[config.mk]
export PLATFORM = sky130hd
export DESIGN_NAME = dmem_bank_flat
export DESIGN_NICKNAME = d
export VERILOG_FILES = /design/src/rtl/dmem_bank_if.sv /design/src/rtl/dmem_bank.sv /design/src/flat_wrapper.sv
export SDC_FILE = /design/constraint.sdc
export NUM_CORES = 2
export LEC_CHECK = 0
export CORE_UTILIZATION = 35
export CTS_CLUSTER_SIZE = 10
export DETAILED_ROUTE_END_ITERATION = 8
export GPL_TIMING_DRIVEN = 0
export PLACE_DENSITY = 0.61
export SLEW_MARGIN = 0
export SYNTH_ARGS = -nofsm -noshare
export SYNTH_HDL_FRONTEND = slang
export SYNTH_SLANG_ARGS = --single-unit
[constraint.sdc]
create_clock -name clk -period 2.9 [get_ports clk]
set_input_delay 0.58 -clock clk [delete_from_list [all_inputs] [get_ports clk]]
set_output_delay 0.58 -clock clk [all_outputs]
set_load 0.005 [all_outputs]
[src/rtl/dmem_bank_if.sv]
// Load/store port of the dmem_bank data memory.
// The datapath side uses the master modport, the memory uses the slave modport.
interface dmem_bank_if #(
  parameter int DATA_W = 32,
  parameter int ADDR_W = 6
);
  logic                  init_req;
  logic                  we;
  logic [DATA_W/8-1:0]   be;
  logic [ADDR_W-1:0]     a;
  logic [DATA_W-1:0]     d;
  logic [DATA_W-1:0]     q;
  logic                  busy;
  logic                  wr_drop;

  modport master (
    output init_req, we, be, a, d,
    input  q, busy, wr_drop
  );

  modport slave (
    input  init_req, we, be, a, d,
    output q, busy, wr_drop
  );
endinterface

[src/rtl/dmem_bank.sv]
// dmem_bank: parametrised single-port data memory with per-byte write enables
// and a sequential clear engine that sweeps FILL into every word after reset
// or on init_req.
// Optional feature: define DMEM_RDATA_REG_EN for a registered read port
// (one-cycle read latency, q resets to 0). Undefined: combinational q.
module dmem_bank #(
  parameter int          DATA_W = 32,
  parameter int          ADDR_W = 6,
  parameter int          DEPTH  = 64,
  parameter logic [31:0] FILL   = 32'hFFFFFFFF
) (
  input  logic        clk,
  input  logic        rst_n,
  dmem_bank_if.slave  bus
);

  localparam int                LANES  = DATA_W / 8;
  localparam logic [DATA_W-1:0] FILL_W = DATA_W'(FILL);

  typedef enum logic {
    CLEAR,
    READY
  } state_t;

  state_t              state;
  state_t              state_nxt;
  logic [ADDR_W-1:0]   clr_ptr;
  logic                clr_last;
  logic                in_range;
  logic                sweep_we;
  logic                wr_ok;
  logic                drop_nxt;
  logic                wr_drop_r;
  logic [DATA_W-1:0]   rd_word;
  logic [DATA_W-1:0]   ram [DEPTH];

  // Last word of the sweep and address range decode.
  assign clr_last = (clr_ptr == ADDR_W'(DEPTH - 1));
  assign in_range = (32'(bus.a) < DEPTH);

  // State register.
  // NOTE: sequential state uses non-blocking assignments so every flop samples pre-edge values.
  always_ff @(posedge clk or negedge rst_n) begin
    if (!rst_n) begin
      state <= CLEAR;
    end else begin
      state <= state_nxt;
    end
  end

  // Next-state logic: sweep until the last word, restart on init_req when ready.
  // NOTE: every combinational output gets a default first so no latch is inferred.
  always_comb begin
    state_nxt = state;
    unique case (state)
      CLEAR: if (clr_last)     state_nxt = READY;
      READY: if (bus.init_req) state_nxt = CLEAR;
      default:                 state_nxt = CLEAR;
    endcase
  end

  // Output decode: sweep write, user write qualification, discard detection.
  always_comb begin
    sweep_we = 1'b0;
    wr_ok    = 1'b0;
    drop_nxt = 1'b0;
    bus.busy = 1'b0;
    unique case (state)
      CLEAR: begin
        bus.busy = 1'b1;
        sweep_we = 1'b1;
        drop_nxt = bus.we;
      end
      READY: begin
        wr_ok    = bus.we && !bus.init_req && in_range;
        drop_nxt = bus.we && (bus.init_req || !in_range);
      end
      default: begin
        bus.busy = 1'b1;
      end
    endcase
  end

  // Sweep pointer: advances once per CLEAR cycle, rearmed on a new clear request.
  always_ff @(posedge clk or negedge rst_n) begin
    if (!rst_n) begin
      clr_ptr <= '0;
    end else if (state == CLEAR) begin
      clr_ptr <= clr_last ? '0 : clr_ptr + ADDR_W'(1);
    end else if (bus.init_req) begin
      clr_ptr <= '0;
    end
  end

  // Discard flag: one cycle after any write that did not land.
  always_ff @(posedge clk or negedge rst_n) begin
    if (!rst_n) begin
      wr_drop_r <= 1'b0;
    end else begin
      wr_drop_r <= drop_nxt;
    end
  end

  assign bus.wr_drop = wr_drop_r;

  // Storage array: the sweep has priority, otherwise byte-lane merge of user writes.
  // NOTE: the array has no reset; the clear sweep initialises it so it still maps onto RAM macros.
  always_ff @(posedge clk) begin
    if (sweep_we) begin
      ram[clr_ptr] <= FILL_W;
    end else if (wr_ok) begin
      for (int i = 0; i < LANES; i++) begin
        if (bus.be[i]) begin
          ram[bus.a][8*i +: 8] <= bus.d[8*i +: 8];
        end
      end
    end
  end

  // Read mux: FILL while sweeping, zero outside the implemented depth.
  always_comb begin
    rd_word = '0;
    if (state == CLEAR) begin
      rd_word = FILL_W;
    end else if (in_range) begin
      rd_word = ram[bus.a];
    end
  end

`ifdef DMEM_RDATA_REG_EN
  logic [DATA_W-1:0] q_r;

  // Registered read port: q reflects the address presented one cycle earlier.
  always_ff @(posedge clk or negedge rst_n) begin
    if (!rst_n) begin
      q_r <= '0;
    end else begin
      q_r <= rd_word;
    end
  end

  assign bus.q = q_r;
`else
  assign bus.q = rd_word;
`endif

endmodule

[src/flat_wrapper.sv]
// flat-port wrapper written by rule: the top's interface ports become plain ports
module dmem_bank_flat 
#(
  parameter int          DATA_W = 32,
  parameter int          ADDR_W = 6,
  parameter int          DEPTH  = 64,
  parameter logic [31:0] FILL   = 32'hFFFFFFFF
)
  (clk, rst_n, bus_init_req, bus_we, bus_be, bus_a, bus_d, bus_q, bus_busy, bus_wr_drop);
  dmem_bank_if #(.DATA_W(DATA_W), .ADDR_W(ADDR_W)) bus_i ();
  input  logic clk;
  input  logic rst_n;
  input wire logic [$bits(bus_i.init_req)-1:0] bus_init_req;
  input wire logic [$bits(bus_i.we)-1:0] bus_we;
  input wire logic [$bits(bus_i.be)-1:0] bus_be;
  input wire logic [$bits(bus_i.a)-1:0] bus_a;
  input wire logic [$bits(bus_i.d)-1:0] bus_d;
  output wire logic [$bits(bus_i.q)-1:0] bus_q;
  output wire logic [$bits(bus_i.busy)-1:0] bus_busy;
  output wire logic [$bits(bus_i.wr_drop)-1:0] bus_wr_drop;
  assign bus_i.init_req = bus_init_req;
  assign bus_i.we = bus_we;
  assign bus_i.be = bus_be;
  assign bus_i.a = bus_a;
  assign bus_i.d = bus_d;
  assign bus_q = bus_i.q;
  assign bus_busy = bus_i.busy;
  assign bus_wr_drop = bus_i.wr_drop;
  dmem_bank #(.DATA_W(DATA_W), .ADDR_W(ADDR_W), .DEPTH(DEPTH), .FILL(FILL)) u_core (.clk(clk), .rst_n(rst_n), .bus(bus_i));
endmodule
==> results.toml <==
[cells_and_area]
drive_gt1_share_pct = 40.45
multiInputGateArea_sq_mm = 0.02146
instances_no_fill = 7686
post-route-util_pct = 44.70
nFillCells = 18930
area_growth_pct = 26.43
register_area_sq_mm = 0.06170
nNetsFinal = 4665

[routing]
drtIter0Drc = 7093
firstDrtPassIters = 8
vias = 45930
wl_per_cell_um = 35.23
finalWirelength_um = 270800
dr_wl_met2_um = 120700
drt-met1-wl_um = 100200
wl_met3_um = 33930
topRoutingLayerUsed = "met5"
vias_per_cell = 5.975
route.detailed.drc = 0
ant_nets = 0

[pwr]
clockPowerShare_pct = 37.4
vdd.ir_drop.worst_v = 0.0006278
p_sw_mw = 17.48
power.density_mw_per_mm2 = 662.2
switching_share_pct = 25.86
sequentialPowerShare_pct = 49.8
p_leak_nw = 30.51
p_int_mw = 50.11
p_total_mw = 67.59
combPwrFrac_pct = 12.8

[sta]
slew_viol_final = 0
tightest_slew_ns = 1.037
relSlewSlack_pct = 30.88
timing.final.ws_setup_ns = -0.7165
hold_viol = 0
min_period_over_period_pct = 124.7
timing.hold.ws_ns = 0.09574
max_freq_ghz = 0.2765
period_needed_ns = 3.617
tns_ns = -27.15
setup_viol = 227
fin_worst_skew_ns = 0.06189
rsz0062_at_grt = "true"

[clocking]
cts_tree = "built"
cts_sinks = 2056
root_buffer = "clkbuf_16"
clk_pin_slew_ns = 0.06
clock_latency_ns = 0.88
clockBufferDepth = 3
hold_buffers = 0
cts-htree-levels = 4
numCtsBuffers = 225

[logic_synthesis]
ys.flop_type = "edfxtp_1"
post-synth-top-count-cell = "edfxtp_1"
synth_edf_count = 2048
ys_seq_elements = 2056
yosysWarnings = 0
synthesis.area_sq_mm = 0.08074
yosysTopAreaCell = "edfxtp_1"
synth_top_area_share_pct = 76.17
synthDistinctLibCells = 60
ys_seq_area_share_pct = 76.42
syn_area_per_cell_sq_um = 20.20
syn_nets = 4044
synthTopCellsByCount = "2048 x edfxtp_1, 375 x mux4_2, 217 x mux2i_1"
yosys-top-cells-area = "edfxtp_1 76%, mux4_2 10%, mux2i_1 2.7%"
synthesis.instances = 3997
async_reset_ff_share_pct = 0.3891

[floorplanning]
die_h_um = 482.3
initial_core_util_pct = 35.35
die_area_sq_mm = 0.2326
rows = 175
io_pins = 80
fp.dieW_um = 482.3
core_sq_mm = 0.2284

[worst_setup_path]
cp-start-kind = "input port"
worstReg2RegStart = "u_core.state$_DFF_PN0_"
critPathMaxFanout = 7
startpoint = "bus_a[0]"
worst-r2r-setup-slack_ns = 0.06
cp.arrival_ns = 3.04
crit_path_end_kind = "output port"
critical_path_required_ns = 2.32
path_class = "input port to output port"

[run_status]
status = "finished, violations left"
violations = "negative setup slack"

[placement]
port_buffers = 78
dp.cells = 7129
hpwl_um = 178400
gp_congestion = 0.9422

[flow_run]
drv_cap = 0

[hold_path]
hold_class = "input port to async pin"

[global_route]
track_usage_pct = 22.77
grt-ovfl-total = 0
grt_max_degree = 65
grt_pass1_wl_um = 360800
antenna_found_initial = 17
grt_pass1_vias = 44180
what timing repair did:
item / 4_1_cts / 5_1_grt
gates resized for setup: 1274 / 401
gates cloned: 5 / 3
endpoints found under the hold margin: 0 / 0
pin swaps: 131 / 204
buffers inserted: 140 / 142
setup endpoints to repair: 4105 / 2930
final timing paths:
kind	depth (start not counted)	end
worst min register to register	1	u_core.clr_ptr[4]$_DFFE_PN0P_
worst max-delay path	12	bus_q[18]
min in group clk	2	u_core.bus.wr_drop$_DFF_PN0_
worst min-delay path	1	u_core.clr_ptr[4]$_DFFE_PN0P_
max in group asynchronous	1	u_core.state$_DFF_PN0_
worst max register to register	6	u_core.ram[7][21]$_DFFE_PP_
kinds of logic (layout without fill, tap and decap cells):
kind of cell / after synthesis / count (layout) / share of synthesized area, %
AO/OA/AOI/OAI: 393 / 393 / 3.598
adder cells (fa/ha/maj): 1 / 1 / 0.01549
buffers and inverters: 277 / 951 / 1.822
flip-flops: 2056 / 2056 / 76.42
multiplexers: 664 / 664 / 14.20
other: 0 / 5 / 0
AND/OR/NAND/NOR: 606 / 607 / 3.946
power by group through the flow:
stage	clock [mW]	combinational (mW)	sequential [mW]
2_1_floorplan	0	3.04	34.2
5_1_grt	26.4	8.70	33.7
4_1_cts	25.3	7.30	33.7
6_report	25.3	8.66	33.7
3_3_place_gp	0	5.85	34.3
3_5_place_dp	0	6.02	34.3
cell type report:
class                      instances  area share (%)
buffer                           258           3.636
sequential                      2056           60.45
clock buffer                     264           5.700
multi-input combinational       1665           21.03
antenna                            5         0.01226
clock inverter                    17          0.3113
timing repair buffer             407           5.159
inverter                           5         0.02084
tap                             3009           3.688
routing by layer:
| metal | vias up | global-route usage, % |
|---|---|---|
| met5 | - | 0.4085 |
| met4 | 12 | 11.44 |
| met3 | 646 | 7.054 |
| met2 | 3268 | 33.96 |
| met1 | 24230 | 30.02 |
| li1 | 17770 | - |
layout by cell type, fill, tap and decap left out, types with 32 or more instances in the layout:
cell type and count:
nor3_4 95, edfxtp_1 2048, nor2_4 137, buf_8 32, buf_12 190, a22oi_1 87, clkbuf_1 44, buf_16 32
a21oi_1 43, clkdlybuf4s50_1 37, buf_6 84, a22oi_2 44, clkbuf_16 244, buf_4 160, mux2i_1 205, mux4_2 375
nand2_1 70, mux2_2 66
registers in the layout, summed over array words and instances, names as in the netlist:
register and flops:
u_core.ram 2048, u_core.state 1, u_core.bus.wr_drop 1, u_core.clr_ptr 6
worst max-delay path, stage by stage:
cell and delay [ns]:
buf_12 0.12, buf_12 0.15, buf_16 0.17, buf_16 0.15, buf_16 0.15, buf_16 0.16, buf_8 0.13, mux2i_2 0.16
a221oi_4 0.37, nand4_1 0.39, nand3_2 0.30, buf_2 0.15
per-stage QoR:
stage / setup WS, ns / cell area (sq um)
floorplan: -0.2047 / 80740
global placement: -4.077 / 85280
detailed placement: -3.804 / 86300
CTS: -0.7686 / 98340
global route: -0.6741 / 102100
finish: -0.7165 / 102100
No activity file was read; power rests on OpenSTA's default activity.
